===== src/rtl/filtro_sensores.sv =====
// filtro_sensores: input conditioning ahead of the door-control FSM.
// Each of the four raw lines gets a two-flop synchroniser and a debouncer.
// The debounced levels are presented as {giro,entrada,saida,metais},
// together with registered one-cycle edge pulses.
module filtro_sensores #(
    parameter int unsigned DEBOUNCE_CYCLES = 1000000,
    parameter int unsigned CNT_W           = 20
) (
    input  logic       clock,
    input  logic       reset,
    input  logic       giro_in,
    input  logic       entrada_in,
    input  logic       saida_in,
    input  logic       metais_in,
    output logic [3:0] sensores,
    output logic [3:0] subida,
    output logic [3:0] descida,
    output logic       mudou
);

    localparam int unsigned NCH     = 4;
    localparam logic [CNT_W-1:0] CNT_MAX = CNT_W'(DEBOUNCE_CYCLES - 1);

    logic [NCH-1:0] pins;
    logic [NCH-1:0] s1;
    logic [NCH-1:0] s;
    logic [NCH-1:0] q;
    logic [NCH-1:0] done_c;
    logic [CNT_W-1:0] cnt     [NCH];
    logic [CNT_W-1:0] cnt_nxt [NCH];

    // Channel order matches the bit order decoded by the downstream FSM.
    assign pins     = {giro_in, entrada_in, saida_in, metais_in};
    assign sensores = q;

    // Two-flop synchroniser, no logic between the stages.
    always_ff @(posedge clock or posedge reset) begin
        if (reset) begin
            s1 <= '0;
            s  <= '0;
        end else begin
            s1 <= pins;
            s  <= s1;
        end
    end

    // Debounce decision: restart on agreement, accept once the count saturates.
    always_comb begin
        done_c = '0;
        for (int i = 0; i < NCH; i++) begin
            cnt_nxt[i] = '0;
            if (s[i] != q[i]) begin
                if (cnt[i] == CNT_MAX) begin
                    done_c[i] = 1'b1;
                end else begin
                    cnt_nxt[i] = cnt[i] + CNT_W'(1);
                end
            end
        end
    end

    // Counters, accepted levels and edge pulses, all updated together.
    always_ff @(posedge clock or posedge reset) begin
        if (reset) begin
            for (int i = 0; i < NCH; i++) begin
                cnt[i] <= '0;
            end
            q       <= '0;
            subida  <= '0;
            descida <= '0;
            mudou   <= 1'b0;
        end else begin
            for (int i = 0; i < NCH; i++) begin
                cnt[i] <= cnt_nxt[i];
            end
            q       <= q ^ done_c;
            subida  <= done_c & s;
            descida <= done_c & ~s;
            mudou   <= |done_c;
        end
    end

endmodule

===== config.mk =====
export PLATFORM = sky130hd
export DESIGN_NAME = filtro_sensores
export DESIGN_NICKNAME = d
export VERILOG_FILES = /design/src/rtl/filtro_sensores.sv
export SDC_FILE = /design/constraint.sdc
export NUM_CORES = 1
export LEC_CHECK = 0
export CAP_MARGIN = 20
export CORE_MARGIN = 1
export CORE_UTILIZATION = 46
export CTS_BUF_LIST = sky130_fd_sc_hd__clkbuf_4
export CTS_CLUSTER_SIZE = 8
export DETAILED_ROUTE_END_ITERATION = 16
export GPL_TIMING_DRIVEN = 0
export SETUP_SLACK_MARGIN = 0.15
export SYNTH_ARGS = -nofsm -noshare
export SYNTH_HDL_FRONTEND = slang
export SYNTH_SLANG_ARGS = --single-unit

===== constraint.sdc =====
create_clock -name clock -period 3.9 [get_ports clock]
set_input_delay 0.78 -clock clock [delete_from_list [all_inputs] [get_ports clock]]
set_output_delay 0.78 -clock clock [all_outputs]
set_load 0.1 [all_outputs]

==> reports/qor.tcl, run 1 <==
set qor(timing.critical_path.cells) {clkdlybuf4s50_1}
set qor(postCtsSetupBuffers) 0
set qor(timing.final.crit_share) 0.7295
set qor(worst_setup_path_end_kind) {primary output}
set qor(cts_hold_repair.buffers) 0
set qor(synth.lib_cells_used.distinct) 41
set qor(cp.arrival_ns) 2.07
set qor(grt_use_total) 0.1843
set qor(crit_path_max_fanout) 5
set qor(floorplan.die_area_um2) 10610
set qor(port_buffers) 18
set qor(core_area_um2) 9819
set qor(timing.hold.worst.class) {reg -> reg}
set qor(synth.cell_area_um2) 4695
set qor(postPlaceCellArea_um2) 5071
set qor(drt_iter0_markers) 129
set qor(critical_path.startpoint_type) {flop}
set qor(cts_htree_levels) 3
set qor(ant_nets) 0
set qor(p_leak_nw) 1.998
set qor(final.min_clock_period_ns) 2.845
set qor(num_vias) 3350
set qor(timing_max_transition_violations_final) 0
set qor(timing.final.hold_violations) 0
set qor(synth.yosys.seq_area_share) 0.5384
set qor(reg2reg_setup_slack_ns) 1.70
set qor(layout.cells.most_common_list) {dfrtp_1 (101), nor2_1 (67), xnor2_1 (45)}
set qor(syn_inst) 459
set qor(rr_endpoint) {cnt[75]}
set qor(design.final.nets) 499
set qor(timing.reg2reg.worst_path_depth) 6
set qor(irDropWorstVdd_mv) 0.2445
set qor(largest_net_degree_at_the_start_of_global_routing) 59
set qor(finClkSkew_ns) 0.01078
set qor(fillCellCount) 930
set qor(drt-wirelength-per-cell_um) 13.64
set qor(area_of_all_placed_cells_without_fillers_um2) 5210
set qor(number_of_buffer_and_inverter_stages_on_the_critical_path) 1
set qor(post_cts_resize_count) 0
set qor(postRouteWirelength_um) 8555
set qor(critical_path_required_ns) 3.12
set qor(dp.final_hpwl_um) 5798
set qor(layout-drive-gt1-share) 0.08097
set qor(rsz_0062_raised_after_global_routing) {false}
set qor(chipWidth_um) 103.0
set qor(cp_slowest_stage_delay_ns) 1.16
set qor(r2r_start) {cnt[68]}
set qor(gp_routability_congestion) 0.7568
set qor(fmax_mhz) 351.5
set qor(hold_end) {s[3]}
set qor(hold_path.startpoint) {s1[3]}
set qor(antenna_found_initial) 0
set qor(cp_slowest_cell) {clkdlybuf4s50_1}
set qor(crit_type) {reg -> out}
set qor(cts_made_buffers) 9
set qor(firstDrtPassIters) 5
set qor(yosys_warnings) 0
set qor(relative_slew_margins) 0.3493
set qor(grt_pass1_wl_um) 14980
set qor(antenna_cells) 0
set qor(worstSkewPairLatency_ns) 0.46
set qor(clk_transition_reported_paths_ns) 0.15
set qor(post_drt_via_cell_ratio) 5.343
set qor(power.density_nw_per_um2) 323.6
set qor(synth.net_count) 469
set qor(initial_core_util) 0.4781
set qor(clk_root_buffer_cell) {clkbuf_4}
set qor(layout.cells.most_common) {dfrtp_1}
set qor(finalHoldWorstSlack_ns) 0.3633
set qor(worstMarginPinSlew_ns) 0.9730
set qor(setup_viol) 0
set qor(top_level_ports) 19
set qor(number_of_register_bits_inferred_by_synthesis) 101
set qor(area_delta_synth_final_pct) 10.98
set qor(final_core_util) 0.5306
set qor(floorplan.rows) 36
set qor(cts_tree) {done}
set qor(outcome) {completed}
set qor(die_height_um) 103.0
set qor(via_count_of_the_first_global_routing_pass) 3285
set qor(max_capacitance_violation_count) 0
set qor(grt-ovfl-total) 0
set qor(drc) 0
set qor(cp_top_family) {buffers and inverters}
set qor(clk_path_buf_depth) 2
set qor(min_path_cells) 0
set qor(cts.sinks) 101
set qor(avgSynthCellArea_um2) 10.23
==> cell families (layout without fill, tap and decap cells) <==
group,Yosys count,after routing,synth area share
XOR/XNOR,56,56,0.1045
AO/OA/AOI/OAI,46,46,0.05997
adder cells (fa/ha/maj),4,4,0.01066
flip-flops,101,101,0.5384
multiplexers,4,4,0.009594
buffers and inverters,34,69,0.03145
AND/OR/NAND/NOR,214,214,0.2455
==> state kept, by name, indices dropped and copies added (netlist names), named ones only <==
signal / flops
cnt: 80
descida: 4
mudou: 1
s: 4
s1: 4
subida: 4
==> Yosys cell counts <==
library cell,n,area share
nand4_2,1,0.0027
nand3_1,28,0.030
or3_1,9,0.012
mux2_2,4,0.0096
or2_2,3,0.0040
xnor2_1,45,0.084
nor2_1,67,0.054
or4bb_1,1,0.0024
or3b_2,1,0.0019
nor4_4,1,0.0045
and4_1,1,0.0019
a21bo_2,1,0.0021
nor4_1,14,0.019
or4_1,15,0.024
inv_1,21,0.017
nand3_4,1,0.0037
o21ai_0,9,0.0096
o31ai_1,10,0.016
a32oi_1,1,0.0019
ha_1,4,0.011
a31o_2,3,0.0056
or2_0,1,0.0013
or3_2,2,0.0032
buf_6,1,0.0024
nand3b_1,3,0.0048
nor3_1,17,0.018
nor3b_1,9,0.014
clkbuf_1,8,0.0064
nor4b_1,2,0.0037
and3_1,3,0.0040
o221ai_1,1,0.0019
dfrtp_1,101,0.54
nand2_1,20,0.016
buf_4,3,0.0048
a21oi_1,20,0.021
or4b_2,1,0.0021
buf_2,1,0.0011
or2_1,1,0.0013
a21o_1,1,0.0016
xor2_1,11,0.021
nand4_1,13,0.017
==> layout make-up <==
type	count	area [um2]	share of cell area
plain buffers	13	68.82	0.01321
flip-flops and latches	101	2527	0.4851
inverters	21	81.33	0.01561
multi-input cells	324	2019	0.3876
clock inverters	6	63.81	0.01225
well taps	133	166.4	0.03194
clock buffers	10	75.07	0.01441
repair buffers	19	207.7	0.03987
==> how the worst max path moves through the flow <==
stage / to / slack (ns) / depth (start not counted) / start
6_report: sensores[2] / 1.05 / 1 / flop
5_1_grt: sensores[2] / 0.93 / 1 / flop
4_1_cts: sensores[2] / 1.00 / 1 / flop
3_5_place_dp: sensores[3] / 1.56 / 1 / flop
3_3_place_gp: cnt[63] / -1.09 / 2 / reset
2_1_floorplan: async pin / 0.47 / 1 / reset
==> routing by layer <==
metal  GRT usage  wire length, um
met4     0.05417               87
met1      0.2456             4228
met5           0                0
met2      0.2882             3927
met3     0.05966              313
==> metrics by stage <==
| stage | TNS [ns] | setup WS (ns) | power (W) | std cells |
|---|---|---|---|---|
| 5_1_grt | 0 | 0.9320 | 0.001769 | 627 |
| 3_3_place_gp | -109.66 | -1.091 | 0.001163 | 610 |
| 2_1_floorplan | 0 | 0.4729 | 0.001141 | 459 |
| 6_report | 0 | 1.055 | 0.001686 | 627 |
| 3_5_place_dp | 0 | 1.561 | 0.001168 | 611 |
| 4_1_cts | 0 | 1.004 | 0.001720 | 627 |
==> where the power goes <==
| part | leakage, nW | switching (W) | internal (W) |
|---|---|---|---|
| sequential | 1.38 | 0.0000143 | 0.00106 |
| combinational | 0.541 | 0.0000450 | 0.0000244 |
| clock | 0.0740 | 0.000339 | 0.000202 |
| total | 2.00 | 0.000398 | 0.00129 |
No activity file was read; power rests on OpenSTA's default activity.
==> run 2, diff against run 1 <==
- PLACE_DENSITY: not set -> 0.66
- clock period: 3.9 -> 2.3 ns (I/O delays scaled with it)
==> run 2 against run 1 <==
Net effect: global-route usage decreased by 0.21 points; register-to-register slack worse by 1.5 ns; clock power grew 94%; via count increased by 2.5%; sequential power increased by 69%; critical path type unchanged; critical endpoint is now mudou; largest cell class unchanged; largest power group unchanged.
==> reports/qor.tcl, run 2 (same netlist as run 1, synthesis figures left out) <==
set qor(layout.cells.most_common_list) {dfrtp_1 (99), nor2_1 (67), xnor2_1 (45)}
set qor(cp_slowest_stage_delay_ns) 0.83
set qor(largest-register) {cnt}
set qor(timing.critical_path.cells) {clkdlybuf4s15_1}
set qor(hold_path.startpoint) {s1[3]}
set qor(initial_core_util) 0.4781
set qor(cp.arrival_ns) 1.64
set qor(largest_net_degree_at_the_start_of_global_routing) 41
set qor(highest_layer_used_for_signal_routing) {met4}
set qor(p_leak_nw) 2.072
set qor(dp.final_hpwl_um) 6023
set qor(multi_input_area_um2) 2041
set qor(area_delta_synth_final_pct) 13.46
set qor(grt_pass1_wl_um) 14960
set qor(grt-ovfl-total) 0
set qor(outcome) {completed}
set qor(antenna_found_initial) 0
set qor(antenna_cells) 0
set qor(layout-drive-gt1-share) 0.1175
set qor(met3_routed_length_um) 220
set qor(drt-wirelength-per-cell_um) 13.81
set qor(r2r_start) {cnt[1]}
set qor(routed-wl-met2_um) 4212
set qor(chipWidth_um) 103.0
set qor(port_buffers) 18
set qor(seq_power_share) 0.608
set qor(timing.reg2reg.worst_path_depth) 6
set qor(cts.sinks) 101
set qor(rr_endpoint) {cnt[16]}
set qor(timing.hold.worst.class) {reg -> reg}
set qor(postPlaceCellArea_um2) 5085
set qor(power.switching_fraction) 0.2347
set qor(post_drt_via_cell_ratio) 5.406
set qor(crit_start) {mudou}
set qor(final_core_util) 0.5424
set qor(floorplan.rows) 36
set qor(timing.final.hold_violations) 0
set qor(fillCellCount) 902
set qor(clk_path_buf_depth) 2
set qor(ant_nets) 0
set qor(critical_path.startpoint_type) {flop}
set qor(clk_root_buffer_cell) {clkbuf_4}
set qor(power_frac_clock) 0.350
set qor(critical_path_required_ns) 1.84
set qor(top_level_ports) 19
set qor(via_count_of_the_first_global_routing_pass) 3250
set qor(relative_slew_margins) 0.3496
set qor(area_of_all_placed_cells_without_fillers_um2) 5326
set qor(crit_path_max_fanout) 1
set qor(worst_setup_path_end_kind) {primary output}
set qor(worstMarginPinSlew_ns) 0.9795
set qor(clk_transition_reported_paths_ns) 0.15
set qor(comb_power_share) 0.042
set qor(min_path_cells) 0
set qor(cellInternalPower_w) 0.002296
set qor(cts_hold_repair.buffers) 0
set qor(cts_htree_levels) 3
set qor(cp_top_family) {buffers and inverters}
set qor(crit_type) {reg -> out}
set qor(finClkSkew_ns) 0.02495
set qor(cts_made_buffers) 9
set qor(drt-met1-wl_um) 4202
set qor(design.final.nets) 507
set qor(timing.final.crit_share) 0.9141
set qor(drt_iter0_markers) 123
set qor(worstSkewPairLatency_ns) 0.45
set qor(grt_use_total) 0.1822
set qor(gp_routability_congestion) 0.8036
set qor(floorplan.die_area_um2) 10610
set qor(die_height_um) 103.0
set qor(reg2reg_setup_slack_ns) 0.24
set qor(rsz_0062_raised_after_global_routing) {true}
set qor(layout.cells.most_common) {dfrtp_1}
set qor(num_vias) 3433
set qor(irDropWorstVdd_mv) 0.2961
set qor(ff_latch_area_um2) 2530
set qor(postRouteWirelength_um) 8767
set qor(hold_end) {s[3]}
set qor(power.density_nw_per_um2) 563.3
set qor(timing_max_transition_violations_final) 0
set qor(final.min_clock_period_ns) 2.102
set qor(power.switching_w) 0.0007042
set qor(firstDrtPassIters) 5
set qor(number_of_buffer_and_inverter_stages_on_the_critical_path) 1
set qor(cp_slowest_cell) {clkdlybuf4s15_1}
set qor(setup_viol) 0
set qor(largest_reg_flops) 80
set qor(critical_path_depth) 1
set qor(fmax_mhz) 475.6
set qor(cts_tree) {done}
set qor(drc) 0
set qor(core_area_um2) 9819
set qor(max_capacitance_violation_count) 0
run 2: changes by cell type in the layout (fill, tap and decap cells not counted), moves of 2 or more:
cell / previous run / this run
buf_12: 0 / 2
buf_4: 3 / 9
clkbuf_1: 8 / 6
clkbuf_2: 0 / 4
clkdlybuf4s15_1: 0 / 7
clkdlybuf4s15_2: 0 / 3
clkdlybuf4s50_1: 18 / 5
dfrtp_1: 101 / 99
dfrtp_2: 0 / 2
run 2: metrics by stage:
stage / instances / setup slack, ns / hold WS (ns) / power [W] / setup TNS, ns
6_report: 635 / 0.1976 / 0.3644 / 0.003001 / 0
5_1_grt: 635 / 0.1229 / 0.3783 / 0.003122 / 0
4_1_cts: 629 / 0.02872 / 0.3663 / 0.003028 / 0
3_5_place_dp: 612 / 0.09718 / 0.3355 / 0.001982 / 0
3_3_place_gp: 610 / -0.3836 / 0.3332 / 0.001970 / -38.11
2_1_floorplan: 459 / 0.3103 / 0.3312 / 0.001935 / 0
run 2: area by class of cell:
class	instances	area share
Timing Repair Buffer	27	0.04980
Buffer	13	0.01409
Inverter	21	0.01550
Multi-Input combinational cell	324	0.3831
Sequential cell	101	0.4750
Clock inverter	7	0.01856
Clock buffer	9	0.01268
Tap cell	133	0.03124
run 2: power groups by stage:
stage               Clock (W)  Sequential [W]  Combinational (W)
detailed placement          0         0.00186           0.000123
CTS                   0.00108         0.00182           0.000127
finish                0.00105         0.00182           0.000126
floorplan                   0         0.00185          0.0000824
global route          0.00114         0.00183           0.000147
global placement            0         0.00186           0.000113
run 2: worst max-delay path by stage:
| stage | to | slack [ns] |
|---|---|---|
| 3_5_place_dp | cnt[34] | 0.1 |
| 5_1_grt | cnt[79] | 0.12 |
| 6_report | mudou | 0.20 |
| 3_3_place_gp | cnt[34] | -0.38 |
| 2_1_floorplan | cnt[68] | 0.31 |
| 4_1_cts | sensores[1] | 0.03 |
run 2: repair_timing:
| item | 4_1_cts | 5_1_grt |
|---|---|---|
| setup buffers | 1 | 6 |
| resized for setup | 21 | 20 |
| setup endpoints to repair | 34 | 57 |
| pin swaps | 1 | 3 |
| gates cloned | 0 | 0 |
run 2: layer usage:
| metal | global-route usage | up-vias |
|---|---|---|
| li1 | - | 1687 |
| met4 | 0.07151 | 0 |
| met1 | 0.2477 | 1695 |
| met2 | 0.2877 | 38 |
| met3 | 0.03729 | 13 |
| met5 | 0 | - |
